==> src/rtl/factor_pkg.sv <==
// Shared definitions for the factorizer family. Bit i of a factor bitmap means "divisible by i+2".
package factor_pkg;

  localparam int unsigned MAX_DIVISOR = 15;
  localparam int unsigned FACTOR_W    = MAX_DIVISOR - 1;

  typedef enum logic [1:0] {
    IDLE   = 2'd0,
    SEARCH = 2'd1,
    RESULT = 2'd2
  } state_t;

  function automatic int unsigned divisor_of(input int unsigned idx);
    return idx + 2;
  endfunction

  function automatic int unsigned index_of(input int unsigned divisor);
    return divisor - 2;
  endfunction

endpackage

==> src/rtl/factor_search_if.sv <==
// Request/result bundle for factor_search: master issues searches, slave reports results.
interface factor_search_if #(
  parameter int unsigned WIDTH    = 8,
  parameter int unsigned FACTOR_W = factor_pkg::FACTOR_W
);
  logic                start;
  logic                abort;
  logic                exact;
  logic [FACTOR_W-1:0] mask;
  logic                busy;
  logic                done;
  logic                found;
  logic [WIDTH-1:0]    number;

  modport master (
    output start, abort, exact, mask,
    input  busy, done, found, number
  );

  modport slave (
    input  start, abort, exact, mask,
    output busy, done, found, number
  );
endinterface

==> src/rtl/factor_search_mod_counter.sv <==
// Residue counter modulo MODULUS: tracks candidate mod MODULUS by increment-with-wrap.
module mod_counter #(
  parameter int unsigned MODULUS = 2
) (
  input  logic clk,
  input  logic reset_n,
  input  logic load,
  input  logic inc,
  output logic is_zero
);
  localparam int unsigned RW = $clog2(MODULUS);

  logic [RW-1:0] r;

  always_ff @(posedge clk or negedge reset_n) begin
    if (!reset_n) begin
      r <= '0;
    end else if (load) begin
      r <= RW'(1);
    end else if (inc) begin
      r <= (r == RW'(MODULUS - 1)) ? '0 : r + 1'b1;
    end
  end

  assign is_zero = (r == '0);
endmodule

==> src/rtl/factor_search.sv <==
// Scans candidates 1..2^WIDTH-1 and reports the smallest whose divisibility flags match the mask.
module factor_search #(
  parameter int unsigned WIDTH       = 8,
  parameter int unsigned MAX_DIVISOR = factor_pkg::MAX_DIVISOR
) (
  input  logic            clk,
  input  logic            reset_n,
  factor_search_if.slave  bus
);
  import factor_pkg::*;

  localparam int unsigned FLAGS_W = MAX_DIVISOR - 1;

  state_t               state, state_nxt;
  logic [WIDTH-1:0]     candidate;
  logic [FLAGS_W-1:0]   mask_q;
  logic [FLAGS_W-1:0]   flags;
  logic                 exact_q;
  logic                 found_q;
  logic [WIDTH-1:0]     number_q;
  logic                 accept;
  logic                 last;
  logic                 match;
  logic                 step;

  assign accept = bus.start && (state != SEARCH);
  assign last   = (candidate == '1);
  assign match  = exact_q ? (flags == mask_q) : ((flags & mask_q) == mask_q);
  assign step   = (state == SEARCH) && !bus.abort && !match && !last;

  // Residues track the candidate incrementally so no divider is needed.
  for (genvar k = 2; k <= MAX_DIVISOR; k++) begin : g_res
    mod_counter #(.MODULUS(k)) u_mod (
      .clk     (clk),
      .reset_n (reset_n),
      .load    (accept),
      .inc     (step),
      .is_zero (flags[k-2])
    );
  end

  always_ff @(posedge clk or negedge reset_n) begin
    if (!reset_n) begin
      state <= IDLE;
    end else begin
      state <= state_nxt;
    end
  end

  always_comb begin
    state_nxt = state;
    unique case (state)
      IDLE:    if (accept) state_nxt = SEARCH;
      SEARCH: begin
        if (bus.abort)          state_nxt = IDLE;
        else if (match || last) state_nxt = RESULT;
      end
      RESULT:  state_nxt = accept ? SEARCH : IDLE;
      default: state_nxt = IDLE;
    endcase
  end

  always_ff @(posedge clk or negedge reset_n) begin
    if (!reset_n) begin
      candidate <= '0;
      mask_q    <= '0;
      exact_q   <= 1'b0;
      found_q   <= 1'b0;
      number_q  <= '0;
    end else if (accept) begin
      candidate <= WIDTH'(1);
      mask_q    <= bus.mask;
      exact_q   <= bus.exact;
      found_q   <= 1'b0;
      number_q  <= '0;
    end else if (state == SEARCH) begin
      if (bus.abort) begin
        found_q  <= 1'b0;
        number_q <= '0;
      end else if (match) begin
        found_q  <= 1'b1;
        number_q <= candidate;
      end else if (last) begin
        found_q  <= 1'b0;
        number_q <= '0;
      end else begin
        candidate <= candidate + 1'b1;
      end
    end
  end

  assign bus.busy   = (state == SEARCH);
  assign bus.done   = (state == RESULT);
  assign bus.found  = found_q;
  assign bus.number = number_q;
endmodule
==> src/flat_wrapper.sv <==
// flat-port wrapper written by rule: the top's interface ports become plain ports
module factor_search_flat import factor_pkg::*;
#(
  parameter int unsigned WIDTH       = 8,
  parameter int unsigned MAX_DIVISOR = factor_pkg::MAX_DIVISOR
)
  (clk, reset_n, bus_start, bus_abort, bus_exact, bus_mask, bus_busy, bus_done, bus_found, bus_number);
  factor_search_if #(.WIDTH(WIDTH)) bus_i ();
  input  logic clk;
  input  logic reset_n;
  input wire logic [$bits(bus_i.start)-1:0] bus_start;
  input wire logic [$bits(bus_i.abort)-1:0] bus_abort;
  input wire logic [$bits(bus_i.exact)-1:0] bus_exact;
  input wire logic [$bits(bus_i.mask)-1:0] bus_mask;
  output wire logic [$bits(bus_i.busy)-1:0] bus_busy;
  output wire logic [$bits(bus_i.done)-1:0] bus_done;
  output wire logic [$bits(bus_i.found)-1:0] bus_found;
  output wire logic [$bits(bus_i.number)-1:0] bus_number;
  assign bus_i.start = bus_start;
  assign bus_i.abort = bus_abort;
  assign bus_i.exact = bus_exact;
  assign bus_i.mask = bus_mask;
  assign bus_busy = bus_i.busy;
  assign bus_done = bus_i.done;
  assign bus_found = bus_i.found;
  assign bus_number = bus_i.number;
  factor_search #(.WIDTH(WIDTH), .MAX_DIVISOR(MAX_DIVISOR)) u_core (.clk(clk), .reset_n(reset_n), .bus(bus_i));
endmodule
==> config.mk <==
export PLATFORM = sky130hd
export DESIGN_NAME = factor_search_flat
export DESIGN_NICKNAME = d
export VERILOG_FILES = /design/src/rtl/factor_pkg.sv /design/src/rtl/factor_search_if.sv /design/src/rtl/factor_search_mod_counter.sv /design/src/rtl/factor_search.sv /design/src/flat_wrapper.sv
export SDC_FILE = /design/constraint.sdc
export NUM_CORES = 1
export LEC_CHECK = 0
export CAP_MARGIN = 40
export CORE_ASPECT_RATIO = 0.8
export CORE_MARGIN = 2
export CORE_UTILIZATION = 26
export CTS_CLUSTER_SIZE = 14
export DETAILED_ROUTE_END_ITERATION = 6
export RECOVER_POWER = 100
export SYNTH_ARGS = -nofsm -noshare
export SYNTH_HDL_FRONTEND = slang
export SYNTH_SLANG_ARGS = --single-unit
==> constraint.sdc <==
create_clock -name clk -period 2.5 [get_ports clk]
set_clock_uncertainty 0.15 [all_clocks]
set_input_delay 0.25 -clock clk [delete_from_list [all_inputs] [get_ports clk]]
set_output_delay 0.25 -clock clk [all_outputs]
set_load 0.02 [all_outputs]
==> metrics.txt <==
# TYPE chip_impl_metric gauge
chip_impl_metric{name="antenna_found_initial",unit=""} 0
chip_impl_info{name="status",value="finished, violations left"} 1
chip_impl_metric{name="drive_gt1_share",unit="%"} 29.0
chip_impl_metric{name="clk_transition_reported_paths",unit="ps"} 60
chip_impl_metric{name="relSlewSlack",unit="%"} 30.3
chip_impl_metric{name="filler_cell_count",unit=""} 1590
chip_impl_metric{name="boundaryPins",unit=""} 30
chip_impl_metric{name="synth.lib_cells_used.distinct",unit=""} 59
chip_impl_metric{name="critPathRequiredTime",unit="ps"} 2570
chip_impl_metric{name="clock_sinks",unit=""} 79
chip_impl_metric{name="placeableCoreArea",unit="sq um"} 16400
chip_impl_metric{name="slowest_delay",unit="ps"} 390
chip_impl_metric{name="power.clock.fraction",unit="%"} 26.1
chip_impl_metric{name="final_util",unit="%"} 38.2
chip_impl_metric{name="ir_worst_vdd",unit="mV"} 0.382
chip_impl_metric{name="synthesis.instances",unit=""} 445
chip_impl_metric{name="finalWeightedCongestion",unit=""} 0.824
chip_impl_info{name="setup_repair_after_global_routing_missed_its_margin",value="yes"} 1
chip_impl_info{name="critical_path.startpoint_type",value="register"} 1
chip_impl_metric{name="drt_iter0_markers",unit=""} 236
chip_impl_metric{name="synth_edf_count",unit=""} 0
chip_impl_metric{name="clk-insertion-delay-late",unit="ps"} 340
chip_impl_info{name="crit_path_cell_trace",value="inv_2, ha_1, or3b_4, a222oi_1, nand4_1, a2111oi_4, nand2b_4, buf_12, mux2_4"} 1
chip_impl_metric{name="first_global_vias",unit=""} 3866
chip_impl_metric{name="clockBufferDepth",unit=""} 2
chip_impl_metric{name="final_hold_fails",unit=""} 0
chip_impl_info{name="failing_checks",value="negative setup slack"} 1
chip_impl_metric{name="h_tree_levels",unit=""} 3
chip_impl_info{name="hold_class",value="in -> reg"} 1
chip_impl_metric{name="reg2reg_setup_slack",unit="ps"} -390
chip_impl_metric{name="grt_first_pass_wirelength",unit="um"} 18900
chip_impl_metric{name="arrival_time_at_the_worst_endpoint",unit="ps"} 2960
chip_impl_info{name="tritoncts",value="done"} 1
chip_impl_metric{name="grt_usage",unit="%"} 13.5
chip_impl_metric{name="route.detailed.wl_per_inst",unit="um"} 14.6
chip_impl_info{name="critPathCapture",value="u_core.g_res[4].u_mod.r[1]"} 1
chip_impl_info{name="r2r_end",value="u_core.g_res[4].u_mod.r[1]"} 1
chip_impl_info{name="worst_setup_path_type",value="reg -> reg"} 1
chip_impl_metric{name="ys_async_sr_fraction",unit="%"} 100
chip_impl_metric{name="sequentialPowerShare",unit="%"} 32.4
chip_impl_info{name="worst_r2r_startpoint",value="u_core.g_res[11].u_mod.r[0]"} 1
chip_impl_info{name="clk_root_buffer_cell",value="clkbuf_16"} 1
chip_impl_metric{name="drt_pass1_iterations",unit=""} 5
chip_impl_metric{name="max_cap_violations",unit=""} 0
chip_impl_metric{name="setup_slack_after_placement",unit="ps"} -292
chip_impl_metric{name="dp.cells",unit=""} 754
chip_impl_metric{name="area.growth.synth_to_final",unit="%"} 45.0
chip_impl_metric{name="numPortBuffers",unit=""} 29
chip_impl_metric{name="power_density",unit="nW/um^2"} 927
chip_impl_metric{name="postRouteAntennaNets",unit=""} 0
chip_impl_metric{name="core.rowCount",unit=""} 42
chip_impl_info{name="startpoint",value="u_core.g_res[11].u_mod.r[0]"} 1
chip_impl_metric{name="route.detailed.vias_per_inst",unit=""} 4.80
chip_impl_metric{name="syn_nets",unit=""} 490
chip_impl_metric{name="grt_remaining_overflow",unit=""} 0
chip_impl_metric{name="synth.ff_latch_count",unit=""} 79
chip_impl_info{name="synth_top_flop_cell",value="dfrtp_1"} 1
chip_impl_metric{name="die_h",unit="um"} 119
chip_impl_metric{name="seq_area_frac_synth",unit="%"} 45.8
chip_impl_metric{name="net_switching_power",unit="mW"} 1.95
chip_impl_metric{name="fin_setup_tns",unit="ps"} -18950
chip_impl_metric{name="insertedDiodeCount",unit=""} 0
chip_impl_metric{name="slew_viol_final",unit=""} 0
chip_impl_metric{name="route.vias.total",unit=""} 3785
chip_impl_metric{name="tightest_slew",unit="ps"} 1040
chip_impl_metric{name="synth_area_per_cell",unit="sq um"} 9.70
chip_impl_metric{name="min_period",unit="ps"} 2890
chip_impl_metric{name="stdcell_count",unit=""} 789
chip_impl_metric{name="yosysWarnings",unit=""} 0
chip_impl_metric{name="comb_power_share",unit="%"} 41.6
chip_impl_metric{name="static-leakage-power",unit="nW"} 2.90
chip_impl_info{name="crit_path_slowest_cell",value="dfrtp_1"} 1
chip_impl_metric{name="final_number_of_setup_violating_endpoints",unit=""} 64
chip_impl_metric{name="routed_wl",unit="um"} 11500
chip_impl_metric{name="fin_worst_hold_slack",unit="ps"} 290
chip_impl_metric{name="post-route-drc-count",unit=""} 0
chip_impl_metric{name="critical_path_peak_fanout",unit=""} 6
chip_impl_metric{name="setup_ws",unit="ps"} -394
chip_impl_metric{name="period_share",unit="%"} 116
chip_impl_metric{name="hpwl",unit="um"} 7740
chip_impl_metric{name="max_freq",unit="MHz"} 345
chip_impl_metric{name="r2r.worst_path.cells",unit=""} 9
chip_impl_metric{name="cts_buffers",unit=""} 9
chip_impl_metric{name="dieArea",unit="sq um"} 17700
chip_impl_info{name="endpoint_kind",value="register"} 1
chip_impl_metric{name="swShare",unit="%"} 33.6
chip_impl_metric{name="netlist_area",unit="sq um"} 4320
chip_impl_metric{name="cellInternalPower",unit="mW"} 3.85
chip_impl_metric{name="grt_max_degree",unit=""} 42
chip_impl_metric{name="chipWidth",unit="um"} 148
chip_impl_metric{name="start_util",unit="%"} 26.3
chip_impl_metric{name="final_net_count",unit=""} 609
## critical path: cells and delay by family, from the launching register on
family / cells / cell delay [ps]
AO/OA/AOI/OAI: 2 / 720
adder cells (fa/ha/maj): 1 / 130
buffers and inverters: 2 / 210
flip-flops: 1 / 390
multiplexers: 1 / 300
AND/OR/NAND/NOR: 3 / 870
## repair_timing
action	in CTS	in global routing
setup buffers	9	8
hold endpoints to repair	38	0
hold buffers	1	0
pin swaps	4	3
gates resized for setup	56	27
setup endpoints to repair	64	64
gates cloned	3	0
## area by class of cell
cell class                 instances  area (sq um)  share of cell area (%)
sequential                        79          1980                    31.6
inverter                          35           131                    2.10
multi-input combinational        310          2340                    37.4
tap                              220           275                    4.40
clock inverter                     6           109                    1.74
timing repair buffer             129          1200                    19.1
clock buffer                      10           229                    3.66
## power groups by stage
stage | registers [mW] | logic, mW | clock network (mW)
finish | 1.88 | 2.41 | 1.51
global route | 1.92 | 2.67 | 1.61
CTS | 1.87 | 2.33 | 1.55
detailed placement | 1.88 | 2.05 | 0
global placement | 1.86 | 1.99 | 0
floorplan | 1.90 | 1.09 | 0
## placed cells by master, fill, tap and decap left out, types with 5 or more instances in the layout
master           synthesis  final
buf_4                    5     74
nor2_1                  17     15
o21ai_0                 18     10
mux2i_1                 11     10
inv_1                   35     31
ha_1                    26     24
dlygate4sd3_1            0     12
nand3_1                 14     13
o31ai_1                  8      6
a211oi_1                 5      5
o211ai_1                 7      7
a22o_1                   8      8
a21oi_1                 13     12
nand2b_1                11     10
clkdlybuf4s50_1          0     17
or4_1                    6      5
dfrtp_1                 79     79
clkbuf_16                0      9
o22a_1                   7      7
a31oi_1                  8      6
nand3b_1                 5      5
buf_6                    0     12
nand2_1                 72     72
## synthesized netlist by cell type (7+ instances only)
cell,number,area share [%]
a21oi_1,13,1.5
a22o_1,8,1.6
a31o_2,8,1.6
a31oi_1,8,1.2
clkbuf_1,11,0.96
dfrtp_1,79,46
ha_1,26,7.5
inv_1,35,3.0
mux2i_1,11,2.6
nand2_1,72,6.3
nand2b_1,11,1.6
nand3_1,14,1.6
nor2_1,17,1.5
o211ai_1,7,1.2
o21ai_0,18,2.1
o22a_1,7,1.4
o31ai_1,8,1.4
## sequential cells by signal, summed over array words and instances, names as in the netlist
signal                cells
u_core.bus.found          1
u_core.bus.number         8
u_core.candidate          8
u_core.exact_q            1
u_core.g_res.u_mod.r     45
u_core.mask_q            14
u_core.state              2
## stage by stage
step                      cell area [sq um]  power [mW]
after floorplan                        4340        2.99
after global placement                 5420        3.85
after detailed placement               5420        3.93
after CTS                              6130        5.76
after global routing                   6260        6.21
final                                  6260        5.80
## logic make-up (layout without fill, tap and decap cells)
group,Yosys count,after routing,share of synthesized area [%]
AND/OR/NAND/NOR,158,158,18.2
AO/OA/AOI/OAI,107,107,18.4
flip-flops,79,79,45.8
buffers and inverters,56,180,5.42
adder cells (fa/ha/maj),26,26,7.53
multiplexers,19,19,4.64
## worst min-delay path by stage
stage	endpoint	slack (ps)	cells past startpoint	startpoint
6_report	u_core.mask_q[9]	290	3	bus_mask[9]
5_1_grt	u_core.exact_q	310	3	bus_exact
4_1_cts	u_core.mask_q[9]	290	3	bus_mask[9]
3_5_place_dp	u_core.g_res[15].u_mod.r[2]	130	1	reset_n
3_3_place_gp	u_core.g_res[15].u_mod.r[2]	120	1	reset_n
2_1_floorplan	u_core.bus.found	-200	0	reset_n
## layer usage
metal	GRT usage, %	part of all wire, %	vias to the layer above
met5	0	0	-
met4	3.45	0.99	0
met3	3.37	4.7	10
met2	22.4	49	80
met1	17.5	46	1853
li1	-	-	1842
(Power assumes the default switching activity.)
